`config.mk`:
```
export PLATFORM = sky130hd
export DESIGN_NAME = operand_entry
export DESIGN_NICKNAME = d
export VERILOG_FILES = /design/src/rtl/operand_entry.sv
export SDC_FILE = /design/constraint.sdc
export NUM_CORES = 1
export LEC_CHECK = 0
export CORE_MARGIN = 4
export CORE_UTILIZATION = 57
export DETAILED_ROUTE_END_ITERATION = 10
export PLACE_DENSITY = 0.8
export SYNTH_ARGS = -nofsm -noshare
export SYNTH_HDL_FRONTEND = slang
export SYNTH_SLANG_ARGS = --single-unit
```
`constraint.sdc`:
```
create_clock -name clock -period 5.4 [get_ports clock]
set_clock_uncertainty 0.2 [all_clocks]
set_input_delay 1.08 -clock clock [delete_from_list [all_inputs] [get_ports clock]]
set_output_delay 1.08 -clock clock [all_outputs]
set_load 0.03 [all_outputs]
```
`src/rtl/operand_entry.sv`:
```
// -----------------------------------------------------------------------------
// operand_entry
//
// Keypad-side operand entry. Collects decoded key events into a decimal digit
// buffer, shows the entry live in display encoding (0x0-0x9 digit, 0xE minus,
// 0xF blank, nibble 0 = least-significant digit) and, on Enter, converts the
// buffer to a WIDTH-bit two's-complement operand one digit per cycle
// (acc = acc*10 + digit), then presents it with a one-cycle valid pulse.
//
// Ports:
//   clock          system clock, all state on the rising edge
//   resetn         asynchronous active-low reset
//   key_valid      one-cycle strobe qualifying key_code
//   key_code       0x0-0x9 digit, 0xB backspace, 0xC clear, 0xD enter,
//                  0xE sign toggle; 0xA/0xF ignored
//   busy           high while converting / delivering; keys are dropped
//   operand        converted operand, held until the next conversion
//   operand_valid  one-cycle pulse when operand is updated
//   display        8-nibble entry display word
//   digit_count    number of digits currently in the buffer
//
// Build option:
//   OPERAND_ENTRY_BACKSPACE_EN  when defined, key 0xB removes the last digit;
//                               otherwise 0xB is ignored.
// -----------------------------------------------------------------------------
module operand_entry #(
   parameter int unsigned MAX_DIGITS = 6,
   parameter int unsigned WIDTH      = 21
) (
   input  logic             clock,
   input  logic             resetn,
   input  logic             key_valid,
   input  logic [3:0]       key_code,
   output logic             busy,
   output logic [WIDTH-1:0] operand,
   output logic             operand_valid,
   output logic [31:0]      display,
   output logic [2:0]       digit_count
);

   localparam int unsigned BW = 4 * MAX_DIGITS;

   typedef enum logic [1:0] {
      ST_ENTRY,
      ST_CONVERT,
      ST_DONE
   } state_e;

   state_e           state_q, state_d;
   logic [BW-1:0]    buf_q, buf_d;
   logic [2:0]       count_q, count_d;
   logic             neg_q, neg_d;
   logic [WIDTH-1:0] acc_q, acc_d;
   logic [2:0]       idx_q, idx_d;
   logic [WIDTH-1:0] operand_q, operand_d;
   logic             valid_q, valid_d;

   logic             is_digit;
   logic [BW-1:0]    buf_shr;
   logic [3:0]       digit_sel;
   logic [2:0]       minus_pos;

   // -------------------------------------------------------------------------
   // State and datapath registers
   // -------------------------------------------------------------------------
   always_ff @(posedge clock or negedge resetn) begin
      if (!resetn) begin
         state_q   <= ST_ENTRY;
         buf_q     <= '0;
         count_q   <= '0;
         neg_q     <= 1'b0;
         acc_q     <= '0;
         idx_q     <= '0;
         operand_q <= '0;
         valid_q   <= 1'b0;
      end else begin
         state_q   <= state_d;
         buf_q     <= buf_d;
         count_q   <= count_d;
         neg_q     <= neg_d;
         acc_q     <= acc_d;
         idx_q     <= idx_d;
         operand_q <= operand_d;
         valid_q   <= valid_d;
      end
   end

   // -------------------------------------------------------------------------
   // Next-state logic
   // -------------------------------------------------------------------------
   always_comb begin
      state_d = state_q;
      unique case (state_q)
         ST_ENTRY: begin
            if (key_valid && key_code == 4'hD) begin
               state_d = (count_q == 3'd0) ? ST_DONE : ST_CONVERT;
            end
         end
         ST_CONVERT: begin
            if (idx_q == 3'd0) begin
               state_d = ST_DONE;
            end
         end
         ST_DONE: begin
            state_d = ST_ENTRY;
         end
         default: begin
            state_d = ST_ENTRY;
         end
      endcase
   end

   // -------------------------------------------------------------------------
   // FSM outputs
   // -------------------------------------------------------------------------
   always_comb begin
      busy = (state_q != ST_ENTRY);
   end

   // -------------------------------------------------------------------------
   // Datapath next-state
   // -------------------------------------------------------------------------
   assign is_digit = (key_code <= 4'h9);

   // Digit under conversion: idx counts down from the most-significant digit.
   assign buf_shr   = buf_q >> {idx_q, 2'b00};
   assign digit_sel = buf_shr[3:0];

   always_comb begin
      buf_d     = buf_q;
      count_d   = count_q;
      neg_d     = neg_q;
      acc_d     = acc_q;
      idx_d     = idx_q;
      operand_d = operand_q;
      valid_d   = 1'b0;

      unique case (state_q)
         ST_ENTRY: begin
            if (key_valid) begin
               if (is_digit) begin
                  // A lone zero is replaced rather than shifted, so leading
                  // zeros never occupy buffer positions.
                  if (count_q == 3'd0 || (count_q == 3'd1 && buf_q == '0)) begin
                     buf_d      = '0;
                     buf_d[3:0] = key_code;
                     count_d    = 3'd1;
                  end else if (count_q < 3'(MAX_DIGITS)) begin
                     buf_d   = {buf_q[BW-5:0], key_code};
                     count_d = count_q + 3'd1;
                  end
               end else begin
                  case (key_code)
                     4'hE: neg_d = ~neg_q;
                     4'hC: begin
                        buf_d   = '0;
                        count_d = '0;
                        neg_d   = 1'b0;
                     end
`ifdef OPERAND_ENTRY_BACKSPACE_EN
                     4'hB: begin
                        if (count_q != 3'd0) begin
                           buf_d   = {4'h0, buf_q[BW-1:4]};
                           count_d = count_q - 3'd1;
                        end
                     end
`endif
                     4'hD: begin
                        acc_d = '0;
                        idx_d = count_q - 3'd1;
                     end
                     default: ;
                  endcase
               end
            end
         end
         ST_CONVERT: begin
            acc_d = (acc_q << 3) + (acc_q << 1) + {{(WIDTH-4){1'b0}}, digit_sel};
            idx_d = idx_q - 3'd1;
         end
         ST_DONE: begin
            operand_d = neg_q ? (~acc_q + 1'b1) : acc_q;
            valid_d   = 1'b1;
            buf_d     = '0;
            count_d   = '0;
            neg_d     = 1'b0;
         end
         default: ;
      endcase
   end

   // -------------------------------------------------------------------------
   // Display: digits, then optional minus, then blanks. An empty buffer shows
   // a single 0, so the minus sits one position higher in that case.
   // -------------------------------------------------------------------------
   assign minus_pos = (count_q == 3'd0) ? 3'd1 : count_q;

   logic [3:0] nib [8];

   for (genvar g = 0; g < 8; g++) begin : g_nib
      logic [3:0] digit_g;
      if (g < MAX_DIGITS) begin : g_dig
         assign digit_g = buf_q[4*g +: 4];
      end else begin : g_nodig
         assign digit_g = 4'hF;
      end
      assign nib[g] = (3'(g) < count_q)                  ? digit_g :
                      (count_q == 3'd0 && 3'(g) == 3'd0) ? 4'h0    :
                      (neg_q && 3'(g) == minus_pos)      ? 4'hE    :
                                                           4'hF;
   end

   assign display       = {nib[7], nib[6], nib[5], nib[4], nib[3], nib[2], nib[1], nib[0]};
   assign operand       = operand_q;
   assign operand_valid = valid_q;
   assign digit_count   = count_q;

endmodule

```
== After elaboration in Yosys (flattened, before gate mapping) ==
Index checks and enable logic that the tools add are counted.
Word-level totals
  register bits after elaboration: 76
  bits in latches: 0
  bits in writable memories: 0
  bits in read-only memories: 0
  output and inout port bits: 58
  word-level logic and storage cells: 119
  memories kept: 0
Operators by class
  $add $sub $neg: 6
  multiply operators: 0
  divide/modulo/power cells: 0
  $lt $le $gt $ge: 10
  equal/unequal tests: 21
  shift-type cells: 1
  mux-type cells: 48
  bitwise operators: 2
  reductions and logical operators: 23
Operator list (count)
  24-bit 2-to-1 mux: 5
  21-bit 2-to-1 mux: 4
  24-bit one-hot mux with 2 select lines: 1
  21-bit one-hot mux with 2 select lines: 1
  4-bit 2-to-1 mux: 7
  3-bit 2-to-1 mux: 9
  24-bit logical NOT: 1
  24-bit by 5-bit right shift with 4-bit output: 1
  21-bit by 1-bit adder with 21-bit output, second input constant: 1
  21-bit adder: 1
  21-bit by 4-bit adder with 21-bit output: 1
  21-bit inverter: 1
  1-bit 2-to-1 mux: 13
  3-bit == test, first input constant: 4
  4-bit == test, second input constant: 3
  3-bit less-than comparator, first input constant: 4
  3-bit one-hot mux with 2 select lines: 2
  4-bit AND reduction: 3
  1-bit logical AND: 10
  2-bit != test, second input constant: 5
  3-bit logical NOT: 3
  2-bit by 3-bit == test with 1-bit output, first input constant: 2
  1-bit by 3-bit less-than comparator with 1-bit output, first input constant: 2
  2-bit by 3-bit less-than comparator with 1-bit output, first input constant: 2
  19 further kinds: 25

== Longest topological paths before layout ==
Gate-level depths: netlist of run 1.
  word-level depth: 7
  mapped depth: 13

== Least setup slack after synthesis of run 1 ==
No wires, ideal clock.
  path kind: register -> register
  from: register idx_q[0]
  to: register acc_q[20]
  arrival: 3656 ps
  setup slack: 1449 ps
  stages on the path, launching flop included: 14
  period minus slack after synthesis: 3951 ps
  cells stage by stage: dfrtp_1 -> buf_1 -> mux4_2 -> nand2_1 -> o21ai_0 -> ha_1 -> ha_1 -> fa_1 -> a21o_1 -> a221o_1 -> a21oi_1 -> nor3_1 -> o31a_1 -> o31ai_1
Between the ends
  cells in the longest elaborated chain, start to end: 3
RTL lines
  start: declaration: line 54  | logic [2:0] idx_q, idx_d;
  start signal: assignment: line 82  | idx_q <= idx_d;
  24-bit by 5-bit right shift with 4-bit output: line 126  | assign buf_shr = buf_q >> {idx_q, 2'b00};
  21-bit by 4-bit adder with 21-bit output: line 178  | acc_d = (acc_q << 3) + (acc_q << 1) + {{(WIDTH-4){1'b0}}, digit_sel};
  21-bit one-hot mux with 2 select lines: line 138  | unique case (state_q)
  end signal: assignment: line 72  | acc_q <= '0;
  end signal: assignment: line 81  | acc_q <= acc_d;
  end: declaration: line 53  | logic [WIDTH-1:0] acc_q, acc_d;
No other way between the ends.
A chain may end at the register's enable or synchronous reset.

== Final worst setup path of run 1 ==
  from: register count_q[2] (netlist: digit_count[2])
  to: output port display[4]
Between the ends
  cells in the longest elaborated chain, start to end: 6
  elaborated cells on any way between the ends: 7
  those cells by class: order compare (1); eq/ne (1); mux (3); reduce/logical (2)
RTL lines
  start: declaration: line 51  | logic [2:0] count_q, count_d;
  start signal: assignment: line 79  | count_q <= count_d;
  3-bit logical NOT
  3-bit 2-to-1 mux: line 196  | assign minus_pos = (count_q == 3'd0) ? 3'd1 : count_q;
  1-bit by 3-bit == test with 1-bit output: line 209  | (neg_q && 3'(g) == minus_pos) ? 4'hE :
  1-bit logical AND: line 209
  1-bit 2-to-1 mux: line 209
  4-bit 2-to-1 mux (*): line 207  | assign nib[g] = (3'(g) < count_q) ? digit_g :
  end: declaration: line 37  | output logic [31:0] display,
Mark *: on every way between the ends. The rest lies on a longest branch, timed or not.

==> out/metrics.yaml, run 1 <==
dr.pass1.iters: 5
status: "finished clean"
cts_root_buf: "clkbuf_8"
overflow: 0
crit_family: "buffers and inverters"
cts_sinks: 76
p_per_area_nw_per_um2: 620.9
cts_tree: "done"
slew_violations: 0
grt.total_usage_pct: 23.37
worstPathArrival_ns: 3.03
grt_antenna_before_repair: 0
post-dp-hpwl_um: 9429
syn-cell-area_um2: 5256
path_cells: "inv_1 -> nand3_1 -> a21boi_0 -> mux2_2 -> clkdlybuf4s50_1"
cts_max_level: 3
worstPathMaxFanout: 15
die_x_um: 104.0
coreArea_um2: 8848
ys_async_sr_fraction_pct: 100.0
die_area_um2: 10820
drc: 0
fin_nets: 712
clk_latency_ns: 0.35
synth_top_area_share_pct: 36.18
syn_inst: 614
holdCritPathClass: "flop to flop"
max_freq_ghz: 0.2321
area_growth_pct: 14.57
synth_common_cells: "nand2_1, o21ai_0, dfrtp_1"
numPortBuffers: 58
cts_inserted_buffers: 9
yosysSeqAreaShare_pct: 36.18
start_util_pct: 59.40
cts_setup_buffers: 0
cts.path.max_buffers: 2
required_ns: 4.12
fin_setup_tns_ns: 0
grt_pass1_wl_um: 21070
max_stage_delay_ns: 0.69
path_class: "flop to output port"
clk_pin_slew_ns: 0.08
avgSynthCellArea_um2: 8.561
cp-end-kind: "output port"
yosysMostFrequentCell: "nand2_1"
drive_gt1_share_pct: 6.364
slew_headroom_pct: 33.95
slowest_stage: "dfrtp_1"
rsz0062_at_grt: "no"
crit_buf_inv: 2
via_per_inst: 6.046
yosys_warnings: 0
numPlacedInstances: 755
drt-initial-drc-count: 369
synthFlopType: "dfrtp_1"
worstSetupStartpointType: "flop"
cap_violations: 0
fin_cells: 768
grt_max_degree: 47
avgRoutedWirePerCell_um: 16.44
dieHeight_um: 104.0
min_period_ns: 4.308
routed_wl_um: 12630
synth_cell_type_count: 55
synth_area_leader_cell: "dfrtp_1"
fillers: 731
place_congestion: 0.8480
worstMarginPinSlew_ns: 0.9908
grt_pass1_vias: 4301
synth.area.top_cells: "dfrtp_1, ha_1, nand2_1"
ys_ff_latch: 76
antenna_cells: 0
synth_edf_count: 0
finalSetupViolCount: 0
post-route-period-util_pct: 79.78
ctsHoldBuffers: 0
finalHoldViolations: 0
vias: 4643
drtAntennaViolNets: 0
io_pins: 65
vdd.ir_drop.worst_mv: 0.2385
ctsResizeCount: 0
std_cell_rows: 34
leakagePower_nw: 2.723
==> routing by layer <==
layer  share of wire [%]  wire, um  track usage (%)  up-vias
li1                    -         -                -     2246
met1                  47      5951            32.89     2184
met2                  44      5586            36.49      196
met3                 7.5       941            6.083       17
met4                 1.2       148            5.033        0
met5                   0         0                0        -
==> layout by cell type, fill, tap and decap left out, types with 11 or more instances in the layout <==
master	count
o31ai_1	14
clkdlybuf4s50_1	57
nor2_1	25
dfrtp_1	76
or2_2	11
xnor2_1	19
nand2_1	118
nand3_1	17
inv_1	19
ha_1	45
o21ai_0	80
xor2_1	17
a21oi_1	30
==> per-stage QoR <==
step | area [um^2] | util [%] | setup slack [ns] | hold WS [ns] | total power [mW]
finish | 6022 | 68.06 | 1.092 | 0.2848 | 3.739
global route | 6022 | 68.06 | 0.9309 | 0.3165 | 4.019
CTS | 6022 | 68.06 | 1.124 | 0.2892 | 3.730
detailed placement | 5844 | 66.05 | 1.349 | 0.2730 | 3.310
global placement | 5844 | 66.05 | 1.459 | 0.2619 | 3.230
floorplan | 5275 | - | 1.449 | 0.2684 | 2.634
==> state kept, by name, summed over array words and instances, names as in the netlist <==
signal         count
buf_q             24
acc_q             21
operand           21
digit_count        3
idx_q              3
state_q            2
neg_q              1
operand_valid      1
==> path summary, 6_finish.rpt <==
| kind | from | endpoint | slack, ns | cells after the start |
|---|---|---|---|---|
| worst max-delay path | digit_count[2] | display[4] | 1.09 | 5 |
| worst min-delay path | operand[16] | operand[16] | 0.28 | 2 |
| worst max register to register | idx_q[0] | acc_q[20] | 1.32 | 12 |
| worst min register to register | operand[16] | operand[16] | 0.28 | 2 |
| max in group asynchronous | resetn | buf_q[18] | 3.32 | 2 |
| min in group asynchronous | resetn | operand[20] | 0.70 | 1 |
==> cell families after synthesis <==
group           count (synthesis)  synth area share (%)
buf+inv                        55                 4.999
compound gates                164                 18.31
flops                          76                 36.18
other cells                     1               0.07134
mux                            12                 3.261
fa+ha+maj                      47                 11.47
xor+xnor                       36                 5.999
simple gates                  223                 19.71
==> worst register-to-register path, delay by kind of cell, from the launching register on <==
kind	cells	cell delay [ns]
adders and majority gates	3	0.93
DFF	1	0.66
muxes	1	0.57
and+or+nand+nor	2	0.20
AOI/OAI and AO/OA	6	1.44
==> report_power, final <==
group | internal (mW) | leakage (nW) | switching [mW]
Combinational | 0.947 | 1.62 | 1.36
Sequential | 0.747 | 1.00 | 0.273
Clock | 0.217 | 0.0939 | 0.193
==> cell type report <==
| cell class | count | area (um^2) | share of cell area (%) |
|---|---|---|---|
| clock buffers | 10 | 137.6 | 2.285 |
| clock inverters | 3 | 40.04 | 0.6649 |
| inverters | 19 | 71.32 | 1.184 |
| multi-input cells | 488 | 3115 | 51.73 |
| flip-flops and latches | 76 | 1902 | 31.58 |
| well taps | 108 | 135.1 | 2.244 |
| repair buffers | 64 | 620.6 | 10.31 |
Note: power is estimated with default switching activity, not from simulation.
==> run 2: changes to the inputs <==
--- a/config.mk
+++ b/config.mk
@@ -6,9 +6,9 @@
 export NUM_CORES = 1
 export LEC_CHECK = 0
 export CORE_MARGIN = 4
-export CORE_UTILIZATION = 57
+export CORE_UTILIZATION = 51
 export DETAILED_ROUTE_END_ITERATION = 10
-export PLACE_DENSITY = 0.8
+export PLACE_DENSITY = 0.75
 export SYNTH_ARGS = -nofsm -noshare
 export SYNTH_HDL_FRONTEND = slang
 export SYNTH_SLANG_ARGS = --single-unit
==> constraint.sdc (replaced) <==
create_clock -name clock -period 3.8 [get_ports clock]
set_clock_uncertainty 0.2 [all_clocks]
set_input_delay 0.76 -clock clock [delete_from_list [all_inputs] [get_ports clock]]
set_output_delay 0.76 -clock clock [all_outputs]
set_load 0.03 [all_outputs]
==> run 2 against run 1 <==
Against the previous run:
- die area rose by 11%
- non-clock buffer count increased by 9
- cell count grew 4.8%
- sequential share of layout area decreased by 0.60 points
- wire length rose by 4.1%
- first-iteration DRC count rose by 15%
- clock power is 43% higher
- total power grew 44%
- worst setup slack got worse by 0.95 ns
- sequential power is 40% higher
- sequential cell count did not move
==> out/metrics.yaml, run 2 (same netlist as run 1, synthesis figures left out) <==
post-dp-hpwl_um: 9837  # +4.3%
status: "finished clean"
die_area_um2: 11990  # +11%
fillers: 862  # +18%
grt_pass1_wl_um: 21840  # +3.6%
p_clk_share_pct: 10.9  # about the same
crit_end: "acc_q[20]"
largest_reg_flops: 24  # unchanged
holdWs_ns: 0.2845  # -0.0003500 ns
r2r_cells: 13  # +1
vdd.ir_drop.worst_mv: 0.3705  # +55%
placed_area_um2: 5931  # +1.5%
cts_tree: "done"
worstPathArrival_ns: 3.72  # +0.69 ns
grt_max_degree: 77  # +64%
min_period_ns: 3.657
finalHoldViolations: 0  # unchanged
area_growth_pct: 16.88
std_cell_rows: 36  # +5.9%
cts_max_level: 3  # unchanged
io_pins: 65  # unchanged
grt_pass1_vias: 4371  # +1.6%
overflow: 0  # unchanged
holdCritPathClass: "flop to flop"
fin_cells: 805  # +4.8%
cts_inserted_buffers: 9  # unchanged
worstMarginPinSlew_ns: 1.043  # +0.05186 ns
finalSetupViolCount: 0  # unchanged
p_int_mw: 2.705  # +42%
grt_antenna_before_repair: 0  # unchanged
cap_violations: 0  # unchanged
avgRoutedWirePerCell_um: 16.34  # -0.65%
cts.path.max_buffers: 2  # unchanged
post-route-period-util_pct: 96.23
clk_pin_slew_ns: 0.09  # about the same
numPlacedInstances: 787  # +4.2%
slew_headroom_pct: 30.49  # -3.5 points
fin_nets: 721  # +1.3%
drc: 0  # unchanged
crit_start: "idx_q[0]"
worstPathMaxFanout: 4  # -11
max_freq_ghz: 0.2735
drive_gt1_share_pct: 8.780  # +2.4 points
cts_sinks: 76  # unchanged
cp-end-kind: "flop"
reg2reg_slack_ns: 0.14  # -1.18 ns
clk_latency_ns: 0.36  # about the same
leakagePower_nw: 2.760  # +1.4%
routed_wl_um: 13150  # +4.1%
numPortBuffers: 58  # unchanged
p_per_area_nw_per_um2: 879.5  # +42%
switching_share_pct: 49.94  # +1.0 points
dr.pass1.iters: 6  # +1
largest-register: "buf_q"
p_sw_mw: 2.698  # +48%
drt-initial-drc-count: 423  # +15%
r2r_start: "idx_q[0]"
vias: 4700  # +1.2%
die_x_um: 109.5  # +5.3%
layout_commonest_cell: "nand2_1"
drtAntennaViolNets: 0  # unchanged
grt.total_usage_pct: 22.93  # -0.44 points
comb_power_share_pct: 62.6  # +0.8 points
seqPwrFrac_pct: 26.5  # -0.8 points
antenna_cells: 0  # unchanged
place_congestion: 0.9285  # +9.5%
via_per_inst: 5.839  # -3.4%
cts_root_buf: "clkbuf_8"
required_ns: 3.86  # -0.26 ns
worstSetupStartpointType: "flop"
slew_violations: 0  # unchanged
path_class: "flop to flop"
mostFrequentLayoutCells: "nand2_1, o21ai_0, dfrtp_1"
start_util_pct: 53.04  # -6.4 points
final-seq-area_um2: 1903  # about the same
dieHeight_um: 109.5  # +5.3%
multiInputGateArea_um2: 3131  # +0.48%
r2r-end: "acc_q[20]"
final_area_um2: 6143  # +2.0%
coreArea_um2: 9910  # +12%
==> run 2: cell count changes in the layout (fill, tap and decap cells not counted), sizes merged <==
cell and delta:
buf +9, inv +4, clkinvlp +2, bufinv -1, clkbuf -1, clkinv -1
==> run 2: routing by layer <==
layer  share of wire [%]  track usage [%]
met5                   0                0
met4                 1.7            6.322
met3                 7.2            3.993
met2                  45            34.44
met1                  46            34.03
==> run 2: repair_timing <==
action,in CTS,in global routing
hold buffers,0,0
buffers inserted,0,2
setup endpoints to repair,0,12
resized for setup,0,8
==> run 2: layout make-up <==
cell class	instances	area share, %
clock buffers	9	2.016
well taps	133	2.709
flip-flops and latches	76	30.98
multi-input cells	488	50.96
repair buffers	73	11.24
clock inverters	7	0.9369
inverters	19	1.161
==> run 2: power groups by stage <==
stage	Clock [mW]	Combinational (mW)	Sequential, mW
finish	0.588	3.38	1.43
global route	0.636	3.71	1.48
CTS	0.600	3.36	1.42
detailed placement	0	3.35	1.44
global placement	0	3.25	1.41
floorplan	0	2.22	1.52
==> run 2: per-stage QoR <==
stage                     power (mW)  setup TNS, ns  setup slack [ns]  utilization (%)
final                          5.403              0            0.1433            61.99
after global routing           5.825       -0.03559          -0.03559            61.99
after CTS                      5.381              0           0.04756            61.68
after global placement         4.666              0            0.1665            59.85
after detailed placement       4.787              0           0.09853            59.85
after floorplan                3.743              0           0.06275                -
==> run 2: worst max-delay path, stage by stage (launching register included) <==
cell and delay, ns:
dfrtp_1 0.40, buf_4 0.13, mux4_2 0.49, nand2_1 0.08, o21ai_0 0.12, ha_1 0.22
ha_2 0.19, fa_2 0.35, a21o_1 0.20, a221o_1 0.40, a21oi_2 0.19, nor3_1 0.08
o31a_1 0.30, o31ai_1 0.21
==> run 2: how the worst min path moves through the flow <==
stage	from	end	depth (start not counted)
finish	operand[6]	operand[6]	2
CTS	operand[5]	operand[5]	2
floorplan	resetn	acc_q[0]	0
detailed placement	operand[5]	operand[5]	2
global route	operand[5]	operand[5]	2
global placement	operand[10]	operand[10]	2
